## src/rtl/uart_rx_pkg.sv

```systemverilog
// Shared types and constants for the multi-vote UART receiver.
// Optional break detection is enabled with the UART_RX_BREAK_DET_EN macro.
package uart_rx_pkg;

    typedef enum logic [2:0] {
        IDLE     = 3'd0,
        START    = 3'd1,
        DATA     = 3'd2,
        PARITY   = 3'd3,
        STOP     = 3'd4,
        BRK_WAIT = 3'd5
    } rx_state_e;

    localparam logic PAR_EVEN     = 1'b0;
    localparam logic PAR_ODD      = 1'b1;
    localparam int   MIN_PRESCALE = 6;

    // 2-of-3 vote used to reject single-sample noise on the line.
    function automatic logic majority3(input logic a, input logic b, input logic c);
        return (a & b) | (a & c) | (b & c);
    endfunction

    // Data lengths outside 5..max_len fall back to the full width.
    function automatic logic [3:0] clamp_len(input logic [3:0] len, input int max_len);
        if (int'(len) < 5 || int'(len) > max_len) begin
            return 4'(max_len);
        end
        return len;
    endfunction

endpackage

```

## src/rtl/uart_rx_sampler.sv

```systemverilog
// Per-bit edge counter and 3-sample majority voter.
// The counter runs 0..P-1 while run_i is high and sits at 0 otherwise.
// Samples are taken at P/2-1 and P/2; the third sample is the live line at
// P/2+1, where sample_strobe_o marks bit_val_o as the settled vote.
module uart_rx_sampler
    import uart_rx_pkg::*;
#(
    parameter int PRESCALE_WIDTH = 6
) (
    input  logic                      clk_i,
    input  logic                      rst_ni,
    input  logic                      run_i,
    input  logic [PRESCALE_WIDTH-1:0] prescale_i,
    input  logic                      rxs_i,
    output logic                      sample_strobe_o,
    output logic                      bit_val_o,
    output logic                      bit_done_o
);

    logic [PRESCALE_WIDTH-1:0] edge_cnt_q, edge_cnt_d;
    logic [PRESCALE_WIDTH-1:0] half, last;
    logic                      s0_q, s0_d, s1_q, s1_d;

    assign half = prescale_i >> 1;
    assign last = prescale_i - 1'b1;

    // Advance the bit-time counter and capture the first two samples.
    always_comb begin
        edge_cnt_d = '0;
        s0_d       = s0_q;
        s1_d       = s1_q;
        if (run_i && edge_cnt_q != last) begin
            edge_cnt_d = edge_cnt_q + 1'b1;
        end
        if (run_i && edge_cnt_q == half - 1'b1) begin
            s0_d = rxs_i;
        end
        if (run_i && edge_cnt_q == half) begin
            s1_d = rxs_i;
        end
    end

    // Counter and sample registers; samples rest at the idle line level.
    always_ff @(posedge clk_i) begin
        if (!rst_ni) begin
            edge_cnt_q <= '0;
            s0_q       <= 1'b1;
            s1_q       <= 1'b1;
        end else begin
            edge_cnt_q <= edge_cnt_d;
            s0_q       <= s0_d;
            s1_q       <= s1_d;
        end
    end

    assign sample_strobe_o = run_i && (edge_cnt_q == half + 1'b1);
    assign bit_val_o       = majority3(s0_q, s1_q, rxs_i);
    assign bit_done_o      = run_i && (edge_cnt_q == last);

endmodule

```

## src/rtl/uart_rx_mv.sv

```systemverilog
// Oversampling UART receiver with majority vote, runtime frame format and a
// one-entry valid/ready holding register with overrun detection.
// Optional feature macro: UART_RX_BREAK_DET_EN (break detection + BRK_WAIT).
//
// Output handshake: rx_valid is high while the holding register is full;
// a transfer happens in any cycle where rx_valid && rx_ready. P_DATA and the
// error flags stay stable while rx_valid is high. A frame completing while
// the register is full and not being drained is dropped and ovr_err pulses.
module uart_rx_mv
    import uart_rx_pkg::*;
#(
    parameter int DATA_WIDTH     = 8,
    parameter int PRESCALE_WIDTH = 6
) (
    input  logic                      CLK,
    input  logic                      RST,
    input  logic                      RX_IN,
    input  logic [PRESCALE_WIDTH-1:0] Prescale,
    input  logic [3:0]                data_len,
    input  logic                      parity_enable,
    input  logic                      parity_type,
    input  logic                      stop_two,
    input  logic                      rx_ready,
    output logic [DATA_WIDTH-1:0]     P_DATA,
    output logic                      rx_valid,
    output logic                      par_err,
    output logic                      stp_err,
    output logic                      ovr_err,
    output logic                      break_det,
    output rx_state_e                 dbg_state_o
);

    // Synchroniser and edge detect
    logic sync1_q, rxs_q, rxs_prev_q;

    // Frame FSM
    rx_state_e                 state_q, state_d;
    logic [3:0]                bit_cnt_q, bit_cnt_d;
    logic [DATA_WIDTH-1:0]     data_q, data_d;
    logic                      par_acc_q, par_acc_d;
    logic                      par_bad_q, par_bad_d;
    logic                      stp_bad_q, stp_bad_d;
    logic                      zero_q, zero_d;
    logic [PRESCALE_WIDTH-1:0] presc_q, presc_d;
    logic [3:0]                len_q, len_d;
    logic                      par_en_q, par_en_d;
    logic                      par_type_q, par_type_d;
    logic                      stop_two_q, stop_two_d;
    logic                      commit, commit_serr, brk_fire;

    // Holding register
    logic [DATA_WIDTH-1:0]     pdata_q, pdata_d;
    logic                      valid_q, valid_d;
    logic                      perr_q, perr_d;
    logic                      serr_q, serr_d;
    logic                      ovr_q, ovr_d;
    logic                      brk_q;

    // Sampler interface
    logic run, sample_strobe, bit_val, bit_done;

    assign run = (state_q == START) || (state_q == DATA) ||
                 (state_q == PARITY) || (state_q == STOP);

    uart_rx_sampler #(
        .PRESCALE_WIDTH (PRESCALE_WIDTH)
    ) u_sampler (
        .clk_i           (CLK),
        .rst_ni          (RST),
        .run_i           (run),
        .prescale_i      (presc_q),
        .rxs_i           (rxs_q),
        .sample_strobe_o (sample_strobe),
        .bit_val_o       (bit_val),
        .bit_done_o      (bit_done)
    );

    // Two-flop synchroniser plus one delayed copy for falling-edge detection.
    always_ff @(posedge CLK) begin
        if (!RST) begin
            sync1_q    <= 1'b1;
            rxs_q      <= 1'b1;
            rxs_prev_q <= 1'b1;
        end else begin
            sync1_q    <= RX_IN;
            rxs_q      <= sync1_q;
            rxs_prev_q <= rxs_q;
        end
    end

    // Frame sequencing: votes are consumed at the sample strobe, state
    // advances at the end of each bit time.
    always_comb begin
        state_d     = state_q;
        bit_cnt_d   = bit_cnt_q;
        data_d      = data_q;
        par_acc_d   = par_acc_q;
        par_bad_d   = par_bad_q;
        stp_bad_d   = stp_bad_q;
        zero_d      = zero_q;
        presc_d     = presc_q;
        len_d       = len_q;
        par_en_d    = par_en_q;
        par_type_d  = par_type_q;
        stop_two_d  = stop_two_q;
        commit      = 1'b0;
        commit_serr = stp_bad_q | ~bit_val;
        brk_fire    = 1'b0;
        case (state_q)
            IDLE: begin
                if (rxs_prev_q && !rxs_q) begin
                    state_d    = START;
                    bit_cnt_d  = 4'd0;
                    data_d     = '0;
                    par_acc_d  = 1'b0;
                    par_bad_d  = 1'b0;
                    stp_bad_d  = 1'b0;
                    zero_d     = 1'b1;
                    presc_d    = Prescale;
                    len_d      = clamp_len(data_len, DATA_WIDTH);
                    par_en_d   = parity_enable;
                    par_type_d = parity_type;
                    stop_two_d = stop_two;
                end
            end
            START: begin
                if (sample_strobe) begin
                    if (bit_val) begin
                        state_d = IDLE;
                    end
                end else if (bit_done) begin
                    state_d   = DATA;
                    bit_cnt_d = 4'd0;
                end
            end
            DATA: begin
                if (sample_strobe) begin
                    for (int i = 0; i < DATA_WIDTH; i++) begin
                        if (bit_cnt_q == 4'(i)) begin
                            data_d[i] = bit_val;
                        end
                    end
                    par_acc_d = par_acc_q ^ bit_val;
                    zero_d    = zero_q & ~bit_val;
                end else if (bit_done) begin
                    if (bit_cnt_q == len_q - 4'd1) begin
                        bit_cnt_d = 4'd0;
                        state_d   = par_en_q ? PARITY : STOP;
                    end else begin
                        bit_cnt_d = bit_cnt_q + 4'd1;
                    end
                end
            end
            PARITY: begin
                if (sample_strobe) begin
                    par_bad_d = bit_val != (par_acc_q ^ (par_type_q == PAR_ODD));
                    zero_d    = zero_q & ~bit_val;
                end else if (bit_done) begin
                    bit_cnt_d = 4'd0;
                    state_d   = STOP;
                end
            end
            STOP: begin
                if (sample_strobe) begin
`ifdef UART_RX_BREAK_DET_EN
                    if (bit_cnt_q == 4'd0 && zero_q && !bit_val) begin
                        brk_fire = 1'b1;
                        state_d  = BRK_WAIT;
                    end else
`endif
                    if (!stop_two_q || bit_cnt_q != 4'd0) begin
                        commit  = 1'b1;
                        state_d = IDLE;
                    end else begin
                        stp_bad_d = stp_bad_q | ~bit_val;
                    end
                end else if (bit_done) begin
                    bit_cnt_d = 4'd1;
                end
            end
`ifdef UART_RX_BREAK_DET_EN
            BRK_WAIT: begin
                if (rxs_q) begin
                    state_d = IDLE;
                end
            end
`endif
            default: state_d = IDLE;
        endcase
    end

    // FSM, frame accumulators and latched frame configuration.
    always_ff @(posedge CLK) begin
        if (!RST) begin
            state_q    <= IDLE;
            bit_cnt_q  <= '0;
            data_q     <= '0;
            par_acc_q  <= 1'b0;
            par_bad_q  <= 1'b0;
            stp_bad_q  <= 1'b0;
            zero_q     <= 1'b0;
            presc_q    <= '0;
            len_q      <= '0;
            par_en_q   <= 1'b0;
            par_type_q <= 1'b0;
            stop_two_q <= 1'b0;
        end else begin
            state_q    <= state_d;
            bit_cnt_q  <= bit_cnt_d;
            data_q     <= data_d;
            par_acc_q  <= par_acc_d;
            par_bad_q  <= par_bad_d;
            stp_bad_q  <= stp_bad_d;
            zero_q     <= zero_d;
            presc_q    <= presc_d;
            len_q      <= len_d;
            par_en_q   <= par_en_d;
            par_type_q <= par_type_d;
            stop_two_q <= stop_two_d;
        end
    end

    // Holding register: load on commit when free or draining, else overrun.
    always_comb begin
        pdata_d = pdata_q;
        valid_d = valid_q;
        perr_d  = perr_q;
        serr_d  = serr_q;
        ovr_d   = 1'b0;
        if (commit) begin
            if (!valid_q || rx_ready) begin
                pdata_d = data_q;
                perr_d  = par_bad_q;
                serr_d  = commit_serr;
                valid_d = 1'b1;
            end else begin
                ovr_d = 1'b1;
            end
        end else if (valid_q && rx_ready) begin
            valid_d = 1'b0;
        end
    end

    // Output registers.
    always_ff @(posedge CLK) begin
        if (!RST) begin
            pdata_q <= '0;
            valid_q <= 1'b0;
            perr_q  <= 1'b0;
            serr_q  <= 1'b0;
            ovr_q   <= 1'b0;
            brk_q   <= 1'b0;
        end else begin
            pdata_q <= pdata_d;
            valid_q <= valid_d;
            perr_q  <= perr_d;
            serr_q  <= serr_d;
            ovr_q   <= ovr_d;
            brk_q   <= brk_fire;
        end
    end

    assign P_DATA      = pdata_q;
    assign rx_valid    = valid_q;
    assign par_err     = perr_q;
    assign stp_err     = serr_q;
    assign ovr_err     = ovr_q;
    assign dbg_state_o = state_q;
`ifdef UART_RX_BREAK_DET_EN
    assign break_det   = brk_q;
`else
    assign break_det   = 1'b0;
`endif

endmodule

```

## config.mk

```make
export PLATFORM = sky130hd
export DESIGN_NAME = uart_rx_mv
export DESIGN_NICKNAME = d
export VERILOG_FILES = /design/src/rtl/uart_rx_pkg.sv /design/src/rtl/uart_rx_sampler.sv /design/src/rtl/uart_rx_mv.sv
export SDC_FILE = /design/constraint.sdc
export NUM_CORES = 1
export LEC_CHECK = 0
export ABC_AREA = 1
export CAP_MARGIN = 20
export CORE_MARGIN = 3
export CORE_UTILIZATION = 40
export DETAILED_ROUTE_END_ITERATION = 8
export HOLD_SLACK_MARGIN = 0.08
export SLEW_MARGIN = 40
export SYNTH_ARGS = -nofsm -noshare
export SYNTH_HDL_FRONTEND = slang
export SYNTH_HIERARCHICAL = 1
export SYNTH_SLANG_ARGS = --single-unit
```

## constraint.sdc

```tcl
create_clock -name CLK -period 6.4 [get_ports CLK]
set_clock_uncertainty 0.15 [all_clocks]
set_input_delay 1.28 -clock CLK [delete_from_list [all_inputs] [get_ports CLK]]
set_output_delay 1.28 -clock CLK [all_outputs]
set_load 0.03 [all_outputs]
```

# Word level (Yosys, flattened, before mapping)
# Index checks and enable logic that the tools add are counted.
dict set report totals {
  ff_bits 54
  elab_cells 186
  output_inout_bits 16
}
dict set report classes {
  n_reduce_logical 43
  order_cmp 2
  bitwise 9
  n_mux 53
  addsub 6
  eq_ne 44
}
# cell count
set op_table {}
lappend op_table {{$mux W4} 10}
lappend op_table {{$mux W3} 12}
lappend op_table {{$reduce_and A4 Y1} 9}
lappend op_table {{$ne A2 B1 Y1 const B} 12}
lappend op_table {{$ne A2 B2 Y1 const B} 12}
lappend op_table {{$mux W1} 23}
lappend op_table {{$eq A6 B6 Y1} 3}
lappend op_table {{$eq A4 B3 Y1 const B} 4}
lappend op_table {{$mux W8} 2}
lappend op_table {{$pmux W4 S4} 1}
lappend op_table {{$pmux W8 S2} 1}
lappend op_table {{$pmux W3 S5} 1}
lappend op_table {{$reduce_and A10 Y1} 1}
lappend op_table {{$reduce_and A2 Y1} 5}
lappend op_table {{$eq A4 B2 Y1 const B} 2}
lappend op_table {{$reduce_and A8 Y1} 1}
lappend op_table {{$reduce_bool A2 Y1} 4}
lappend op_table {{$reduce_bool A4 Y1} 2}
lappend op_table {{$logic_and A1 B1 Y1} 7}
lappend op_table {{$add A5 B1 Y6 const B} 1}
lappend op_table {{$add A6 B1 Y6 const B} 1}
lappend op_table {{$eq A3 B2 Y1 const B} 2}
lappend op_table {{$eq A6 B5 Y1} 1}
lappend op_table {{$logic_or A1 B1 Y1} 6}
lappend op_table {{23 further kinds} 34}

# Longest topological paths before layout
# Gate-level depths: netlist (run 1).
dict set report logic_depth {
  ltp_word 9
  ltp_mapped 19
  ltp_nobuf 19
}

# By module
# Netlist (run 1), hierarchy kept.
# mod area_each_um2 instances cells_each
set by_module_without_submodules {}
lappend by_module_without_submodules {uart_rx_mv 2293.4 1 333}
lappend by_module_without_submodules {uart_rx_sampler 860.8 1 152}

# Worst setup path before layout (run 1)
# No wires, ideal clock.
dict set report synth_path {
  path_kind {register -> register}
  start {reg state_q[2], in the netlist dbg_state_o[2]}
  end {reg bit_cnt_q[1]}
  n_path_buf 0
  slack_ps 3860
  arrival_time_ps 2275
  stages_incl_launch_ff 18
  period_less_slack_ps 2540
  setup_time_ps 115
  t_required_ps 6135
  cell_sequence {dfxtp_1 > inv_2 > nor2_4 > inv_2 > nand2_1 > nand2_1 > nor3_1 > nand2_1 > nor2_1 > inv_1 > nand2_1 > nand3_1 > inv_1 > nor2_4 > nand2_4 > nand2_1 > o21ai_1 > nor2_1}
}
dict set report synth_via {
  elab_chain_len 7
}
# item line_no
set synth_lines {}
lappend synth_lines {{start, declared} uart_rx_mv.sv:37} ;# rx_state_e state_q, state_d;
lappend synth_lines {{start signal, assigned} uart_rx_mv.sv:208} ;# state_q <= state_d;
lappend synth_lines {{$eq A3 B1 Y1 or $eq A3 B2 Y1 (tied branches)} uart_rx_mv.sv:62} ;# assign run = (state_q == START) || (state_q == DATA) ||
lappend synth_lines {{$logic_or A1 B1 Y1 (2 in a row)} uart_rx_mv.sv:62}
lappend synth_lines {{$logic_or A1 B1 Y1 (*)} uart_rx_mv.sv:63} ;# (state_q == PARITY) || (state_q == STOP);
lappend synth_lines {{named net run} uart_rx_mv.sv:60} ;# logic run, sample_strobe, bit_val, bit_done;
lappend synth_lines {{$logic_and A1 B1 Y1 (*)} uart_rx_sampler.sv:56} ;# assign sample_strobe_o = run_i && (edge_cnt_q == half + 1'b1);
lappend synth_lines {{named net sample_strobe} uart_rx_mv.sv:60}
lappend synth_lines {{$ne A2 B2 Y1 (no line)} --}
lappend synth_lines {{$reduce_and A8 Y1 (no line) (*)} --}
lappend synth_lines {{end signal, assigned} uart_rx_mv.sv:209} ;# bit_cnt_q <= bit_cnt_d;
lappend synth_lines {{end, declared} uart_rx_mv.sv:38} ;# logic [3:0] bit_cnt_q, bit_cnt_d;
# Mark *: on every way through the listed nets, which the timed path passes. The rest lies on a longest branch.
# A chain may end at the register's enable or synchronous reset.

# Final worst setup path (run 1)
dict set report layout_path {
  start {in RST}
  end {reg rxs_q}
}
# item line_no
set layout_lines {}
lappend layout_lines {{start, declared} uart_rx_mv.sv:16} ;# input logic RST,
lappend layout_lines {{end signal, assigned} uart_rx_mv.sv:86} ;# rxs_q <= sync1_q;
lappend layout_lines {{end, declared} uart_rx_mv.sv:34} ;# logic sync1_q, rxs_q, rxs_prev_q;
# No word-level cell between the ends.

==> flow_metrics.py, run 1 <==
metrics = {
    "floorplan": {
        "coreArea_um2": 7450,
        "die_area_um2": 8990,
        "fp.dieW_um": 94.8,
        "initial_core_util": 0.424,
        "fp.dieH_um": 94.8,
        "rows": 31,
        "io_pins": 33,
    },
    "power_and_ir_drop": {
        "powerDensity_nw_per_um2": 330,
        "vdd_ir_drop_max_uv": 145,
        "power_frac_seq": 0.346,
        "power_frac_comb": 0.424,
        "p_sw_uw": 498,
        "internal_power_uw": 711,
        "switching_share": 0.412,
        "power_frac_clock": 0.230,
        "p_leak_uw": 0.00158,
        "power_uw": 1210,
    },
    "clock_network": {
        "post_cts_resized": 0,
        "cts_tree": "done",
        "cts_root_buffer": "clkbuf_8",
        "h-tree-depth": 2,
        "cts_buffer_depth": 2,
        "cts_setup_buffers": 0,
        "path_clk_slew_ns": 0.09,
        "clock-sinks": 54,
        "clk_latency_ns": 0.31,
        "holdBufCountCts": 0,
        "numCtsBuffers": 5,
    },
    "critical_path": {
        "crit_chain": "clkdlybuf4s50_1, inv_1, or2_2",
        "cp_max_fo": 25,
        "cp.required_ns": 6.44,
        "cpMaxStageDelayCell": "clkdlybuf4s50_1",
        "r2r_cells": 13,
        "end_kind": "flop",
        "r2r_setup_slack_ns": 3.18,
        "slowest_delay_ns": 0.98,
        "r2r_start": "presc_q[2]$_SDFFE_PN0P_",
        "r2r-end": "stp_err$_SDFFE_PN0P_",
        "start_kind": "input pin",
        "worstSetupPathType": "input pin to flop",
        "critPathArrivalTime_ns": 3.29,
    },
    "sta": {
        "setup_viol": 0,
        "period_share": 0.507,
        "setup_tns_ns": 0,
        "rsz0062_at_grt": "no",
        "hold_viol_final": 0,
        "slew_headroom": 0.474,
        "worstMarginPinSlew_ns": 0.787,
        "period_minus_slack_ns": 3.25,
        "slew_violations": 0,
        "fmaxAchievable_ghz": 0.308,
    },
    "drt": {
        "antenna_left": 0,
        "vias": 2982,
        "wl_per_cell_um": 11.9,
        "wirelength_mm": 7.27,
        "drc_errors": 0,
        "dr.pass1.iters": 5,
        "initialDrtViolationCount": 192,
        "vias_per_cell": 4.89,
    },
    "yosys": {
        "synth_seq_cells": 54,
        "ys_types": 33,
        "synth_area_per_cell_um2": 6.50,
        "synth-edff-count": 0,
        "syn_area_um2": 3150,
        "ys_warn_count": 6,
        "syn_inst": 485,
        "synth_fp_nets": 512,
        "seq_area_frac_synth": 0.343,
        "async_flop_share": 0,
        "synth_top_flop_cell": "dfxtp_1",
    },
    "worst_hold_path": {
        "hold_path_startpoint": "sync1_q$_SDFF_PN1_",
        "hp-class": "flop to flop",
        "holdPathEnd": "rxs_q$_SDFF_PN1_",
        "worstHoldPathCells": 1,
    },
    "run": {
        "cap_violations": 0,
    },
    "cells_and_area": {
        "final_area_um2": 3660,
        "syn2layout_area_growth_pct": 16.1,
        "antenna_cells": 0,
        "final_nets": 537,
        "layout_commonest_cell": "nand2_1",
        "drive_above_1_share": 0.0646,
        "final_cell_mix": "122 x nand2_1, 63 x nor2_1, 54 x dfxtp_1, 51 x inv_1, 41 x nand3_1",
    },
    "global_routing": {
        "grt_max_degree": 26,
        "grt_pass1_vias": 2697,
        "antenna_found_initial": 0,
        "grt.total_usage": 0.176,
        "grt_pass1_wl_mm": 12.8,
        "overflow": 0,
    },
    "placed_design": {
        "dpl.hpwl_mm": 5.59,
        "placed_area_um2": 3520,
        "gp_congestion": 0.919,
        "port_buffers": 31,
    },
    "status": {
        "status": "complete, no violations",
    },
}
==> worst max-delay path: cells and delay by family <==
kind	cells	cell delay [ns]
buf+inv	2	1.56
simple gates	1	0.43
==> layer usage <==
metal,global-route usage,up-vias,part of all wire
met3,0.0335,7,0.047
met1,0.267,1310,0.53
li1,-,1598,-
met5,0,-,0
met4,0.0481,0,0.012
met2,0.251,67,0.41
==> worst max-delay path by stage <==
stage,start,endpoint,slack (ns),cells past startpoint
after floorplan,dbg_state_o[2]$_SDFFE_PN0P_,bit_cnt_q[1]$_SDFFE_PN0P_,3.86,17
after global placement,RST,sync1_q$_SDFF_PN1_,2.89,3
after detailed placement,RST,sync1_q$_SDFF_PN1_,2.86,3
after CTS,presc_q[2]$_SDFFE_PN0P_,stp_err$_SDFFE_PN0P_,3.19,13
after global routing,presc_q[2]$_SDFFE_PN0P_,stp_err$_SDFFE_PN0P_,2.82,13
final,RST,rxs_q$_SDFF_PN1_,3.15,3
==> layout make-up <==
type,instances,area [um^2]
fillers,796,3790
flip-flops and latches,54,1080
multi-input cells,360,1790
inverters,58,218
repair buffers,31,310
well taps,99,124
clock buffers,6,82.6
clock inverters,2,60.1
==> cells in the mapped netlist, types with 2 or more instances <==
master    count  area, um^2
nand3_1      41         205
nand4_1       6        37.5
nor2_2        3        18.8
dfxtp_1      54        1080
ha_1         10         125
buf_2         4        20.0
o21ai_2       2        17.5
clkbuf_1      5        18.8
nand2_2       3        18.8
inv_1        51         191
nor3_1        9        45.0
nand2_4       2        22.5
or2_2         2        12.5
nor2_4        2        22.5
xor2_1        9        78.8
a21oi_1      33         165
nand3_2       2        20.0
buf_4         2        15.0
o21ai_1      12        60.1
o21ai_0      27         135
inv_2         7        26.3
xnor2_1       5        43.8
nor2_1       63         236
nand2_1     122         458
==> flip-flops by register name, indices dropped and copies added (netlist names) <==
| signal | flops |
|---|---|
| par_type_q | 1 |
| u_sampler/s1_q | 1 |
| u_sampler/s0_q | 1 |
| par_acc_q | 1 |
| stp_bad_q | 1 |
| stp_err | 1 |
| u_sampler/edge_cnt_q | 6 |
| data_q | 8 |
| ovr_err | 1 |
| sync1_q | 1 |
| stop_two_q | 1 |
| rxs_q | 1 |
| bit_cnt_q | 4 |
| P_DATA | 8 |
| par_en_q | 1 |
| len_q | 4 |
| par_bad_q | 1 |
| par_err | 1 |
| rx_valid | 1 |
| dbg_state_o | 3 |
| rxs_prev_q | 1 |
| presc_q | 6 |
==> cell families after synthesis <==
group                      synth area share
AOI/OAI and AO/OA                     0.131
xor gates and xnor gates             0.0389
adders and majority gates            0.0428
buffers and inverters                0.0912
DFF                                   0.343
other                               0.00119
and+or+nand+nor                       0.352
==> power groups by stage <==
stage / Clock (uW) / Combinational, uW / Sequential [uW]
finish: 278 / 513 / 418
global route: 300 / 596 / 425
CTS: 285 / 512 / 417
detailed placement: 0 / 509 / 425
global placement: 0 / 503 / 424
floorplan: 0 / 396 / 421
==> through the flow <==
stage | hold slack (ns) | setup slack [ns] | utilization | std cells
CTS | 0.283 | 3.19 | 0.492 | 610
finish | 0.282 | 3.15 | 0.492 | 610
floorplan | 0.243 | 3.86 | - | 485
global route | 0.300 | 2.82 | 0.492 | 610
detailed placement | 0.249 | 2.86 | 0.472 | 602
global placement | 0.256 | 2.89 | 0.472 | 602
Note: power is estimated with default switching activity, not from simulation.
==> inputs of run 2 (changes only) <==
==> constraint.sdc (replaced) <==
create_clock -name CLK -period 3.4 [get_ports CLK]
set_clock_uncertainty 0.15 [all_clocks]
set_input_delay 0.68 -clock CLK [delete_from_list [all_inputs] [get_ports CLK]]
set_output_delay 0.68 -clock CLK [all_outputs]
set_load 0.03 [all_outputs]
==> run 2 against run 1 <==
Effect of this change: register-to-register slack worse by 2.8 ns; routed wire length rose by 0.63%; sequential cell count stayed put.
==> flow_metrics.py, run 2 (same netlist as run 1, synthesis figures left out) <==
metrics = {
    "power_and_ir_drop": {
        "power_uw": 2130,
        "p_leak_uw": 0.00157,
        "powerDensity_nw_per_um2": 587,
        "vdd_ir_drop_max_uv": 221,
    },
    "cells_and_area": {
        "multi_input_area_um2": 1790,
        "syn2layout_area_growth_pct": 15.1,
        "antenna_cells": 0,
        "layout_commonest_cell": "nand2_1",
        "final_nets": 539,
        "final_cell_mix": "122 x nand2_1, 63 x nor2_1, 54 x dfxtp_1, 51 x inv_1, 41 x nand3_1",
        "register_area_um2": 1080,
        "final_area_um2": 3630,
        "drive_above_1_share": 0.0682,
        "fill_cells": 771,
    },
    "worst_hold_path": {
        "holdPathEnd": "rxs_q$_SDFF_PN1_",
        "hold_path_startpoint": "sync1_q$_SDFF_PN1_",
        "worstHoldPathCells": 1,
        "hp-class": "flop to flop",
    },
    "sta": {
        "slew_violations": 0,
        "setup_tns_ns": 0,
        "rsz0062_at_grt": "no",
        "fmaxAchievable_ghz": 0.326,
        "setup_viol": 0,
        "period_share": 0.902,
        "period_minus_slack_ns": 3.07,
        "worstMarginPinSlew_ns": 0.779,
        "slew_headroom": 0.480,
        "fin_hold_ws_ns": 0.276,
        "hold_viol_final": 0,
    },
    "critical_path": {
        "r2r_cells": 13,
        "start_kind": "flop",
        "cp_max_fo": 11,
        "cpMaxStageDelayCell": "dfxtp_1",
        "crit_top_cell": "nand2_1",
        "r2r-end": "stp_err$_SDFFE_PN0P_",
        "r2r_start": "dbg_state_o[2]$_SDFFE_PN0P_",
        "critPathArrivalTime_ns": 3.16,
        "end_kind": "flop",
        "cp.required_ns": 3.49,
        "worstSetupPathType": "flop to flop",
        "r2r_setup_slack_ns": 0.33,
        "crit_chain": "inv_2, nor2_4, inv_2, nand2_1, nand2_1, nor3_1, nand2_1, nor2_1, nand2_1, nor2_2, nand2_1, or2_0, a21oi_1",
        "slowest_delay_ns": 0.45,
    },
    "placed_design": {
        "gp_congestion": 0.854,
        "dpl.hpwl_mm": 5.78,
        "port_buffers": 31,
        "placed_area_um2": 3530,
    },
    "clock_network": {
        "cts_buffer_depth": 2,
        "path_clk_slew_ns": 0.11,
        "post_cts_resized": 0,
        "cts_tree": "done",
        "h-tree-depth": 2,
        "cts_setup_buffers": 0,
        "clock-sinks": 54,
        "cts_root_buffer": "clkbuf_8",
        "clk_latency_ns": 0.31,
        "holdBufCountCts": 0,
        "numCtsBuffers": 5,
    },
    "floorplan": {
        "rows": 31,
        "fp.dieW_um": 94.8,
        "die_area_um2": 8990,
        "coreArea_um2": 7450,
        "fp.dieH_um": 94.8,
        "initial_core_util": 0.424,
        "io_pins": 33,
    },
    "global_routing": {
        "grt.total_usage": 0.171,
        "overflow": 0,
        "antenna_found_initial": 0,
        "grt_pass1_wl_mm": 12.2,
        "grt_max_degree": 26,
        "grt_pass1_vias": 2581,
    },
    "drt": {
        "vias": 2971,
        "dr.pass1.iters": 4,
        "wirelength_mm": 7.32,
        "drc_errors": 0,
        "vias_per_cell": 4.85,
        "wl_per_cell_um": 12.0,
        "antenna_left": 0,
        "initialDrtViolationCount": 114,
    },
    "run": {
        "cap_violations": 0,
    },
    "status": {
        "status": "complete, no violations",
    },
}
-- run 2: cell types whose count changed in the layout (fill, tap and decap cells not counted), sizes merged --
cell	change
buf	+2
bufinv	-2
inv	+2
clkbuf	-1
clkinv	+1
-- run 2: layout make-up --
class | instances | share of cell area
clock buffer | 5 | 0.0190
clock inverter | 3 | 0.00793
inverter | 58 | 0.0600
multi-input combinational | 360 | 0.492
sequential | 54 | 0.298
tap | 99 | 0.0341
timing repair buffer | 33 | 0.0896
-- run 2: through the flow --
| stage | worst slack, ns | instances | util |
|---|---|---|---|
| 5_1_grt | 0.00317 | 612 | 0.488 |
| 2_1_floorplan | 0.860 | 485 | - |
| 3_3_place_gp | 0.429 | 604 | 0.474 |
| 4_1_cts | 0.300 | 612 | 0.488 |
| 3_5_place_dp | 0.330 | 604 | 0.474 |
| 6_report | 0.332 | 612 | 0.488 |
-- run 2: worst max path at each step --
stage / startpoint / endpoint / slack (ns)
6_report: dbg_state_o[2]$_SDFFE_PN0P_ / stp_err$_SDFFE_PN0P_ / 0.33
5_1_grt: dbg_state_o[1]$_SDFFE_PN0P_ / stp_err$_SDFFE_PN0P_ / 0.003
4_1_cts: dbg_state_o[1]$_SDFFE_PN0P_ / stp_err$_SDFFE_PN0P_ / 0.30
3_5_place_dp: dbg_state_o[1]$_SDFFE_PN0P_ / stp_err$_SDFFE_PN0P_ / 0.33
3_3_place_gp: presc_q[2]$_SDFFE_PN0P_ / stp_err$_SDFFE_PN0P_ / 0.43
2_1_floorplan: dbg_state_o[2]$_SDFFE_PN0P_ / bit_cnt_q[1]$_SDFFE_PN0P_ / 0.86
-- run 2: worst max-delay path: cells and delay by family (launching register included) --
kind	cells	cell delay, ns
compound gates	1	0.12
simple gates	10	2.07
buf+inv	2	0.19
flops	1	0.45
-- run 2: where the power goes --
| part | internal, uW | total, uW | leakage, uW | switching, uW |
|---|---|---|---|---|
| sequential | 704 | 782 | 0.000438 | 77.8 |
| clock | 154 | 378 | 0.0000506 | 224 |
| combinational | 323 | 970 | 0.00108 | 647 |
| total | 1180 | 2130 | 0.00157 | 948 |
-- run 2: routing by layer --
metal / wire length [um] / up-vias / global-route usage
met5: 0 / - / 0
met3: 341 / 4 / 0.0295
li1: - / 1600 / -
met2: 3040 / 70 / 0.256
met4: 49 / 0 / 0.0361
met1: 3890 / 1297 / 0.255
==> inputs of run 3 (changes only) <==
--- a/config.mk
+++ b/config.mk
@@ -6,7 +6,7 @@
 export NUM_CORES = 1
 export LEC_CHECK = 0
 export ABC_AREA = 1
-export CAP_MARGIN = 20
+export CAP_MARGIN = 5
 export CORE_MARGIN = 3
 export CORE_UTILIZATION = 40
 export DETAILED_ROUTE_END_ITERATION = 8
==> results of run 3 <==
The final DEF is identical to that of run 2; final timing and power are the same.
